===== src/rtl/oled_pkg.sv =====
// Shared encodings for the OLED SPI byte writer: FSM states, D/C levels, SCLK phase count.
package oled_pkg;

    localparam logic [1:0] ST_IDLE  = 2'd0;
    localparam logic [1:0] ST_SETUP = 2'd1;
    localparam logic [1:0] ST_SHIFT = 2'd2;
    localparam logic [1:0] ST_DONE  = 2'd3;

    typedef enum logic [1:0] {
        IDLE  = ST_IDLE,
        SETUP = ST_SETUP,
        SHIFT = ST_SHIFT,
        DONE  = ST_DONE
    } state_t;

    localparam logic OLED_CMD  = 1'b0;
    localparam logic OLED_DATA = 1'b1;

    localparam int SPI_PHASES = 16;
    localparam int PHASE_W    = $clog2(SPI_PHASES);

    typedef struct packed {
        logic       dc;
        logic [7:0] data;
    } oled_req_t;

endpackage


===== src/rtl/oled_spi_tick.sv =====
// SCLK half-period divider: pulses o_phase_end on the last clk of each CLK_DIV-cycle phase.
module oled_spi_tick #(
    parameter int CLK_DIV = 1
) (
    input  logic clk,
    input  logic rst,
    input  logic i_clear,
    output logic o_phase_end
);

    localparam int CW = $clog2(CLK_DIV) + 1;
    localparam logic [CW-1:0] TERM = CW'(CLK_DIV - 1);

    logic [CW-1:0] r_cnt;

    // With CLK_DIV=1 the counter sits at 0 and every cycle ends a phase.
    always_ff @(posedge clk) begin
        if (rst || i_clear || o_phase_end)
            r_cnt <= '0;
        else
            r_cnt <= r_cnt + CW'(1);
    end

    assign o_phase_end = (r_cnt == TERM);

endmodule


===== src/rtl/oled_spi_writer.sv =====
// Serialises one OLED command/data byte per request onto SPI mode 0, MSB first,
// with a one-entry pending slot for requests that arrive mid-transfer.
import oled_pkg::*;

module oled_spi_writer #(
    parameter int CLK_DIV = 1
) (
    input  logic       clk,
    input  logic       rst,
    input  logic       ena_write,
    input  logic [7:0] data,
    input  logic       oled_dc,
    output logic       write_done,
    output logic       busy,
    output logic       overrun,
    output logic       spi_sclk,
    output logic       spi_mosi,
    output logic       spi_cs,
    output logic       spi_dc
);

    localparam logic [PHASE_W-1:0] LAST_PHASE = PHASE_W'(SPI_PHASES - 1);

    state_t             r_state, w_nxt_state;
    logic [PHASE_W-1:0] r_phase, w_nxt_phase;
    logic               w_phase_end;
    logic               w_tick_clear;
    logic               w_load;
    oled_req_t          w_load_req;
    oled_req_t          w_in_req;
    logic               w_shift;
    logic               w_pend_wr;
    logic               w_pend_rd;
    logic               w_drop;

    oled_req_t          r_pend;
    logic               r_pend_full;
    logic [7:0]         r_shift;
    logic               r_cs;
    logic               r_sclk;
    logic               r_dc;
    logic               r_done;
    logic               r_busy;
    logic               r_ovr;

    assign w_in_req     = '{dc: oled_dc, data: data};
    assign w_tick_clear = (r_state == IDLE) || (r_state == DONE);

    oled_spi_tick #(.CLK_DIV(CLK_DIV)) u_tick (
        .clk         (clk),
        .rst         (rst),
        .i_clear     (w_tick_clear),
        .o_phase_end (w_phase_end)
    );

    always_ff @(posedge clk) begin
        if (rst) begin
            r_state <= IDLE;
            r_phase <= '0;
        end else begin
            r_state <= w_nxt_state;
            r_phase <= w_nxt_phase;
        end
    end

    always_comb begin
        w_nxt_state = r_state;
        w_nxt_phase = r_phase;
        w_load      = 1'b0;
        w_load_req  = w_in_req;
        w_shift     = 1'b0;
        w_pend_wr   = 1'b0;
        w_pend_rd   = 1'b0;
        w_drop      = 1'b0;
        unique case (r_state)
            IDLE: begin
                if (ena_write) begin
                    w_nxt_state = SETUP;
                    w_load      = 1'b1;
                end
            end
            SETUP, SHIFT: begin
                if (ena_write) begin
                    if (r_pend_full) w_drop    = 1'b1;
                    else             w_pend_wr = 1'b1;
                end
                if (w_phase_end) begin
                    if (r_state == SETUP) begin
                        w_nxt_state = SHIFT;
                        w_nxt_phase = '0;
                    end else if (r_phase == LAST_PHASE) begin
                        w_nxt_state = DONE;
                    end else begin
                        // Even phases are SCLK-high; leaving one advances MOSI.
                        w_nxt_phase = r_phase + PHASE_W'(1);
                        w_shift     = ~r_phase[0];
                    end
                end
            end
            DONE: begin
                if (r_pend_full) begin
                    w_nxt_state = SETUP;
                    w_load      = 1'b1;
                    w_load_req  = r_pend;
                    w_pend_rd   = 1'b1;
                    w_pend_wr   = ena_write;
                end else if (ena_write) begin
                    w_nxt_state = SETUP;
                    w_load      = 1'b1;
                end else begin
                    w_nxt_state = IDLE;
                end
            end
            default: w_nxt_state = IDLE;
        endcase
    end

    always_ff @(posedge clk) begin
        if (rst) begin
            r_pend_full <= 1'b0;
        end else if (w_pend_wr) begin
            r_pend      <= w_in_req;
            r_pend_full <= 1'b1;
        end else if (w_pend_rd) begin
            r_pend_full <= 1'b0;
        end
    end

    // Link pins are decoded from the next state so every output is a flop.
    always_ff @(posedge clk) begin
        if (rst) begin
            r_cs    <= 1'b1;
            r_sclk  <= 1'b0;
            r_shift <= '0;
            r_dc    <= OLED_DATA;
            r_done  <= 1'b0;
            r_busy  <= 1'b0;
            r_ovr   <= 1'b0;
        end else begin
            r_cs   <= !((w_nxt_state == SETUP) || (w_nxt_state == SHIFT));
            r_sclk <= (w_nxt_state == SHIFT) && !w_nxt_phase[0];
            r_done <= (w_nxt_state == DONE);
            r_busy <= (r_state == SETUP) || (r_state == SHIFT);
            if (w_drop)
                r_ovr <= 1'b1;
            if (w_load) begin
                r_shift <= w_load_req.data;
                r_dc    <= w_load_req.dc;
            end else if (w_shift) begin
                r_shift <= {r_shift[6:0], 1'b0};
            end
        end
    end

    assign spi_cs     = r_cs;
    assign spi_sclk   = r_sclk;
    assign spi_mosi   = r_shift[7];
    assign spi_dc     = r_dc;
    assign write_done = r_done;
    assign busy       = r_busy;
    assign overrun    = r_ovr;

endmodule


===== config.mk =====
export PLATFORM = sky130hd
export DESIGN_NAME = oled_spi_writer
export DESIGN_NICKNAME = d
export VERILOG_FILES = /design/src/rtl/oled_pkg.sv /design/src/rtl/oled_spi_tick.sv /design/src/rtl/oled_spi_writer.sv
export SDC_FILE = /design/constraint.sdc
export NUM_CORES = 1
export LEC_CHECK = 0
export ABC_CLOCK_PERIOD_IN_PS = 3300
export CORE_MARGIN = 2
export CORE_UTILIZATION = 45
export CTS_CLUSTER_DIAMETER = 30
export CTS_CLUSTER_SIZE = 16
export DETAILED_ROUTE_END_ITERATION = 7
export GPL_TIMING_DRIVEN = 0
export PLACE_DENSITY_LB_ADDON = 0.3
export SLEW_MARGIN = 20
export SYNTH_ARGS = -nofsm -noshare
export SYNTH_HDL_FRONTEND = slang
export SYNTH_HIERARCHICAL = 1
export SYNTH_SLANG_ARGS = --single-unit

===== constraint.sdc =====
create_clock -name clk -period 3.3 [get_ports clk]
set_clock_uncertainty 0.15 [all_clocks]
set_input_delay 0.33 -clock clk [delete_from_list [all_inputs] [get_ports clk]]
set_output_delay 0.33 -clock clk [all_outputs]
set_load 0.01 [all_outputs]

## Word level (Yosys, flattened, before mapping)

Index checks and enable logic that the tools add are counted.

| word-level totals | value |
|---|---|
| logic and storage cells | 73 |
| bits in registers | 31 |
| output and inout bits | 7 |
| input bits | 12 |

| cells by class | value |
|---|---|
| add/sub/neg operators | 2 |
| bitwise logic cells | 3 |
| multiplexer cells | 32 |
| reduce and logical (&&, ||, !) cells | 14 |
| eq/ne operators | 8 |

Operators by type and width:

| cell | number |
|---|---|
| $mux 1 | 19 |
| $mux 9 | 2 |
| $mux 8 | 2 |
| $eq 2x2->1 const B | 4 |
| $mux 2 | 4 |
| $mux 4 | 2 |
| $pmux 2 s3 | 1 |
| $logic_or 1x1->1 | 5 |
| $add 4x1->4 const B | 1 |
| $eq 2x1->1 const B | 2 |
| $eq 4x4->1 const B | 1 |
| $pmux 1 s2 | 2 |
| $reduce_bool 2->1 | 2 |
| $not 1->1 | 3 |
| $reduce_and 3->1 | 1 |
| $logic_not 1->1 | 2 |
| $logic_not 2->1 | 1 |
| $ne 2x2->1 const B | 1 |
| $reduce_and 2->1 | 1 |
| $reduce_or 2->1 | 1 |
| $add 1x1->1 const B | 1 |
| $logic_and 1x1->1 | 1 |

## Depth between registers and ports, before layout

| depth | value |
|---|---|
| depth in word-level cells | 8 |
| depth in mapped cells | 9 |
| gate-level depth less buffers | 8 |

## Modules after synthesis

The synthesis kept the hierarchy.

Modules (own cells, without submodules):

| module | seq. area each (um2) | area each (um2) | times used | cells each |
|---|---|---|---|---|
| oled_spi_writer | 690.7 | 1401.3 | 1 | 139 |
| oled_spi_tick | 20.0 | 27.5 | 1 | 3 |

## Least setup slack after synthesis

Ideal clock, no wire load.

| timing | value |
|---|---|
| path type | reg-to-reg |
| start | register r_state[0] |
| end | register r_pend[0] in the netlist's numbering (enable) |
| cell stages (with the launch flop) | 7 |
| buffers on the path | 1 |
| data required time | 2744 ps |
| path slack | 495 ps |
| data arrival time | 2249 ps |
| library setup time | 406 ps |
| clock period less this slack | 2805 ps |
| path through | dfxtp_1 > inv_1 > ha_1 > buf_2 > inv_1 > o21a_1 > nor4b_1 |

| on the way | value |
|---|---|
| word-level cells in the longest chain between the ends | 4 |
| elaborated cells between the ends (all ways) | 6 |
| those cells by class | 3 x eq/ne; 1 x mux; 2 x reduce/logical |

Ends and longest elaborated chain:

| element | RTL line | source |
|---|---|---|
| start: declaration | oled_spi_writer.sv:24 | `state_t r_state, w_nxt_state;` |
| start signal: assignment | oled_spi_writer.sv:61 | `r_state <= w_nxt_state;` |
| $eq 2x1->1 or $eq 2x2->1 (tied branches) | oled_spi_writer.sv:75 | `unique case (r_state)` |
| $reduce_or 2->1 | oled_spi_writer.sv:75 |  |
| $pmux 1 s2 * | oled_spi_writer.sv:75 |  |
| $reduce_and 2->1 (no source line) * | n/a |  |
| end signal: assignment | oled_spi_writer.sv:122 | `r_pend <= w_in_req;` |
| end: declaration | oled_spi_writer.sv:36 | `oled_req_t r_pend;` |

Mark *: on every way between the ends. The rest lies on a longest branch, timed or not.
A chain may end at the register's enable or synchronous reset.

## Worst setup path after layout

| timing | value |
|---|---|
| start | register r_state[0] |
| end | register r_pend[6] in the netlist's numbering (enable) |

The elaborated chain is that of the path after synthesis.

==> metrics.txt <==
Netlist Area Pre-Place=1430 sq um; footprint of the multi-input gates=664 sq um; Critical Path Start Type=flop; post-route setup slack=0.785 ns; Final Hold Vio Count=0; I/O Buffers=18; worst hold path cell count=2; routed wire length=3040 um; CTS Buf Count=5; initial drt markers=41; gr busiest metal=met2; Reg area=711 sq um; num rows=20; Syn Area/Cell=10.1 sq um; H-tree depth=2; Fmax=0.398 GHz; I/O pins=19; Critical R2R Launch=r_state[0]; Layout area overhead=21.5%; GR Util met1=22.6%; pwr dens=440 nW/um^2; WS Path Type=reg -> reg; Die Ht=60.4 um; sequential fraction of the synthesis area=49.7%; worst rel slew slack=65.3%; GP Congestion=0.810; WP data arrival=2.41 ns; R2R cell count=7; run status=complete, no violations; pre-CTS setup slack=0.813 ns; largest net degree at the start of global routing=11; chip width=60.4 um; fin. max-slew vios=0; initial antenna violation count=0; layout cells sized above 1=14.8%; min-delay src=r_shift[0]; ant diodes=0; Tightest Pin Transition=0.520 ns; Leak=0.684 nW; Pre-Repair DR Iteration Count=4; filler cell count=293; Vias=1,158; placed wire-length estimate=2090 um; Hold Crit Class=reg -> reg; Yosys cell types=32; Post-Place Cells=205; Worst R2R End=r_pend[6]; full die area=3640 sq um; worst vdd ir=0.000260 V; Post-Layout Cell Count=213; register-to-register setup slack=0.78 ns; Finished Cell Area=1740 sq um; Syn. warnings=6; required time worst endpoint=3.19 ns; critical-path maximum fanout=8; gr ovfl total=0; first-pass GRT wire length=5060 um; final number of setup-violating endpoints=0; Routed wire per std cell=14.3 um; Setup crit end kind=flop; worst-skew pair later-pin latency=0.35 ns; clk slew on worst S/H paths=0.09 ns; RSZ-0062 raised after global routing=false; hold buffer count at CTS=0; vias in the first global route=1,137; Syn Inst Count=142; met2 Use GR=31.8%; commonest cells after routing, fill and taps aside=dfxtp_1, nor2_1, clkdlybuf4s50_1; remaining antenna violation count=0; most common cell after layout, fill and taps aside=dfxtp_1; CTS tree=done; total global-route track usage=19.5%; Min Hold Slack=0.341 ns; post-route DRC violation count=0; hold-critical path endpoint=r_shift[0]; largest buffer count on any clock path=2; M3 GR Usage=7.25%; area of placed instances=1680 sq um; Starting Density=47.2%; fin crit period=2.52 ns; syn_nets=161; synthesized flop and latch total=31; CTS sink cnt=31; post-cts repair resize count=0; Final nets=187; maxcap violations=0; fin crit share=76.2%; vias per cell=5.44; Core Area=3030 sq um; Root Buffer=clkbuf_4; Post-CTS Setup Bufs=0
## power by group
| group | internal [mW] | total, mW | switching, mW |
|---|---|---|---|
| sequential | 0.408 | 0.417 | 0.00883 |
| combinational | 0.0558 | 0.110 | 0.0547 |
| clock | 0.103 | 0.236 | 0.133 |
## worst max-delay path, stage by stage, from the launching register on
cell and delay, ns:
dfxtp_1 0.46, inv_1 0.10, ha_1 0.28, buf_2 0.21, inv_1 0.10, o21a_1 0.18, nor4b_2 0.42, buf_2 0.32
## flip-flops by register name, summed over array words and instances, names as in the netlist
name          flops
busy              1
overrun           1
r_pend            9
r_pend_full       1
r_phase           4
r_shift           8
r_state           2
spi_cs            1
spi_dc            1
spi_sclk          1
u_tick/r_cnt      1
write_done        1
## per-stage QoR
| stage | power (mW) | TNS, ns | util (%) |
|---|---|---|---|
| 3_5_place_dp | 0.535 | 0 | 55.3 |
| 3_3_place_gp | 0.530 | -1.20 | 55.0 |
| 5_1_grt | 0.803 | 0 | 57.3 |
| 2_1_floorplan | 0.494 | 0 | - |
| 6_report | 0.763 | 0 | 57.3 |
| 4_1_cts | 0.767 | 0 | 57.3 |
## per-layer routing
metal  vias up  share of wire, %
met4         0               1.8
li1        563                 -
met1       552                43
met3         8               5.4
met2        35                50
met5         -                 0
## layout make-up
type,instances,share of cell area [%]
clock buffer,7,3.17
tap,44,3.17
buffer,7,1.73
sequential,31,41.0
inverter,8,1.73
clock inverter,1,0.288
timing repair buffer,19,10.7
multi-input combinational,96,38.3
## synth_stat cells (all sizes together)
cell type / number / area share [%]
edfxtp: 9 / 19
nand2: 11 / 2.9
o21ai: 2 / 0.70
buf: 3 / 1.1
inv: 8 / 2.1
nor2b: 2 / 0.88
a311oi: 7 / 4.3
nor3: 3 / 1.1
a211o: 1 / 0.61
a32oi: 2 / 1.2
nor2: 18 / 4.7
nor4b: 3 / 2.3
and3: 2 / 0.88
mux2: 9 / 7.4
a21o: 1 / 0.53
nand2b: 3 / 1.5
clkbuf: 4 / 1.1
a21oi: 4 / 1.7
dfxtp: 22 / 31
o21a: 1 / 0.53
nand3: 9 / 3.2
o22a: 1 / 0.61
o21bai: 2 / 1.1
a31oi: 5 / 2.2
nand3b: 1 / 0.53
nand4b: 1 / 1.1
conb: 1 / 0.26
ha: 7 / 6.1
## kinds of logic after synthesis
| kind of cell | share of synthesized area (%) |
|---|---|
| and+or+nand+nor | 18.9 |
| DFF | 49.7 |
| AOI/OAI and AO/OA | 13.4 |
| buffers and inverters | 4.20 |
| muxes | 7.36 |
| adders and majority gates | 6.13 |
| other | 0.262 |
## worst max-delay path by stage
stage | endpoint | startpoint | slack [ns] | cells past startpoint
finish | r_pend[6] | r_state[0] | 0.78 | 7
global route | r_pend[6] | r_state[0] | 0.66 | 7
CTS | r_pend[0] | r_state[0] | 0.79 | 7
detailed placement | r_pend[4] | r_state[0] | 0.81 | 7
global placement | r_pend[6] | r_state[0] | -0.13 | 6
floorplan | r_pend[0] | r_state[0] | 0.49 | 6
Power figures use the tool's default switching activity.
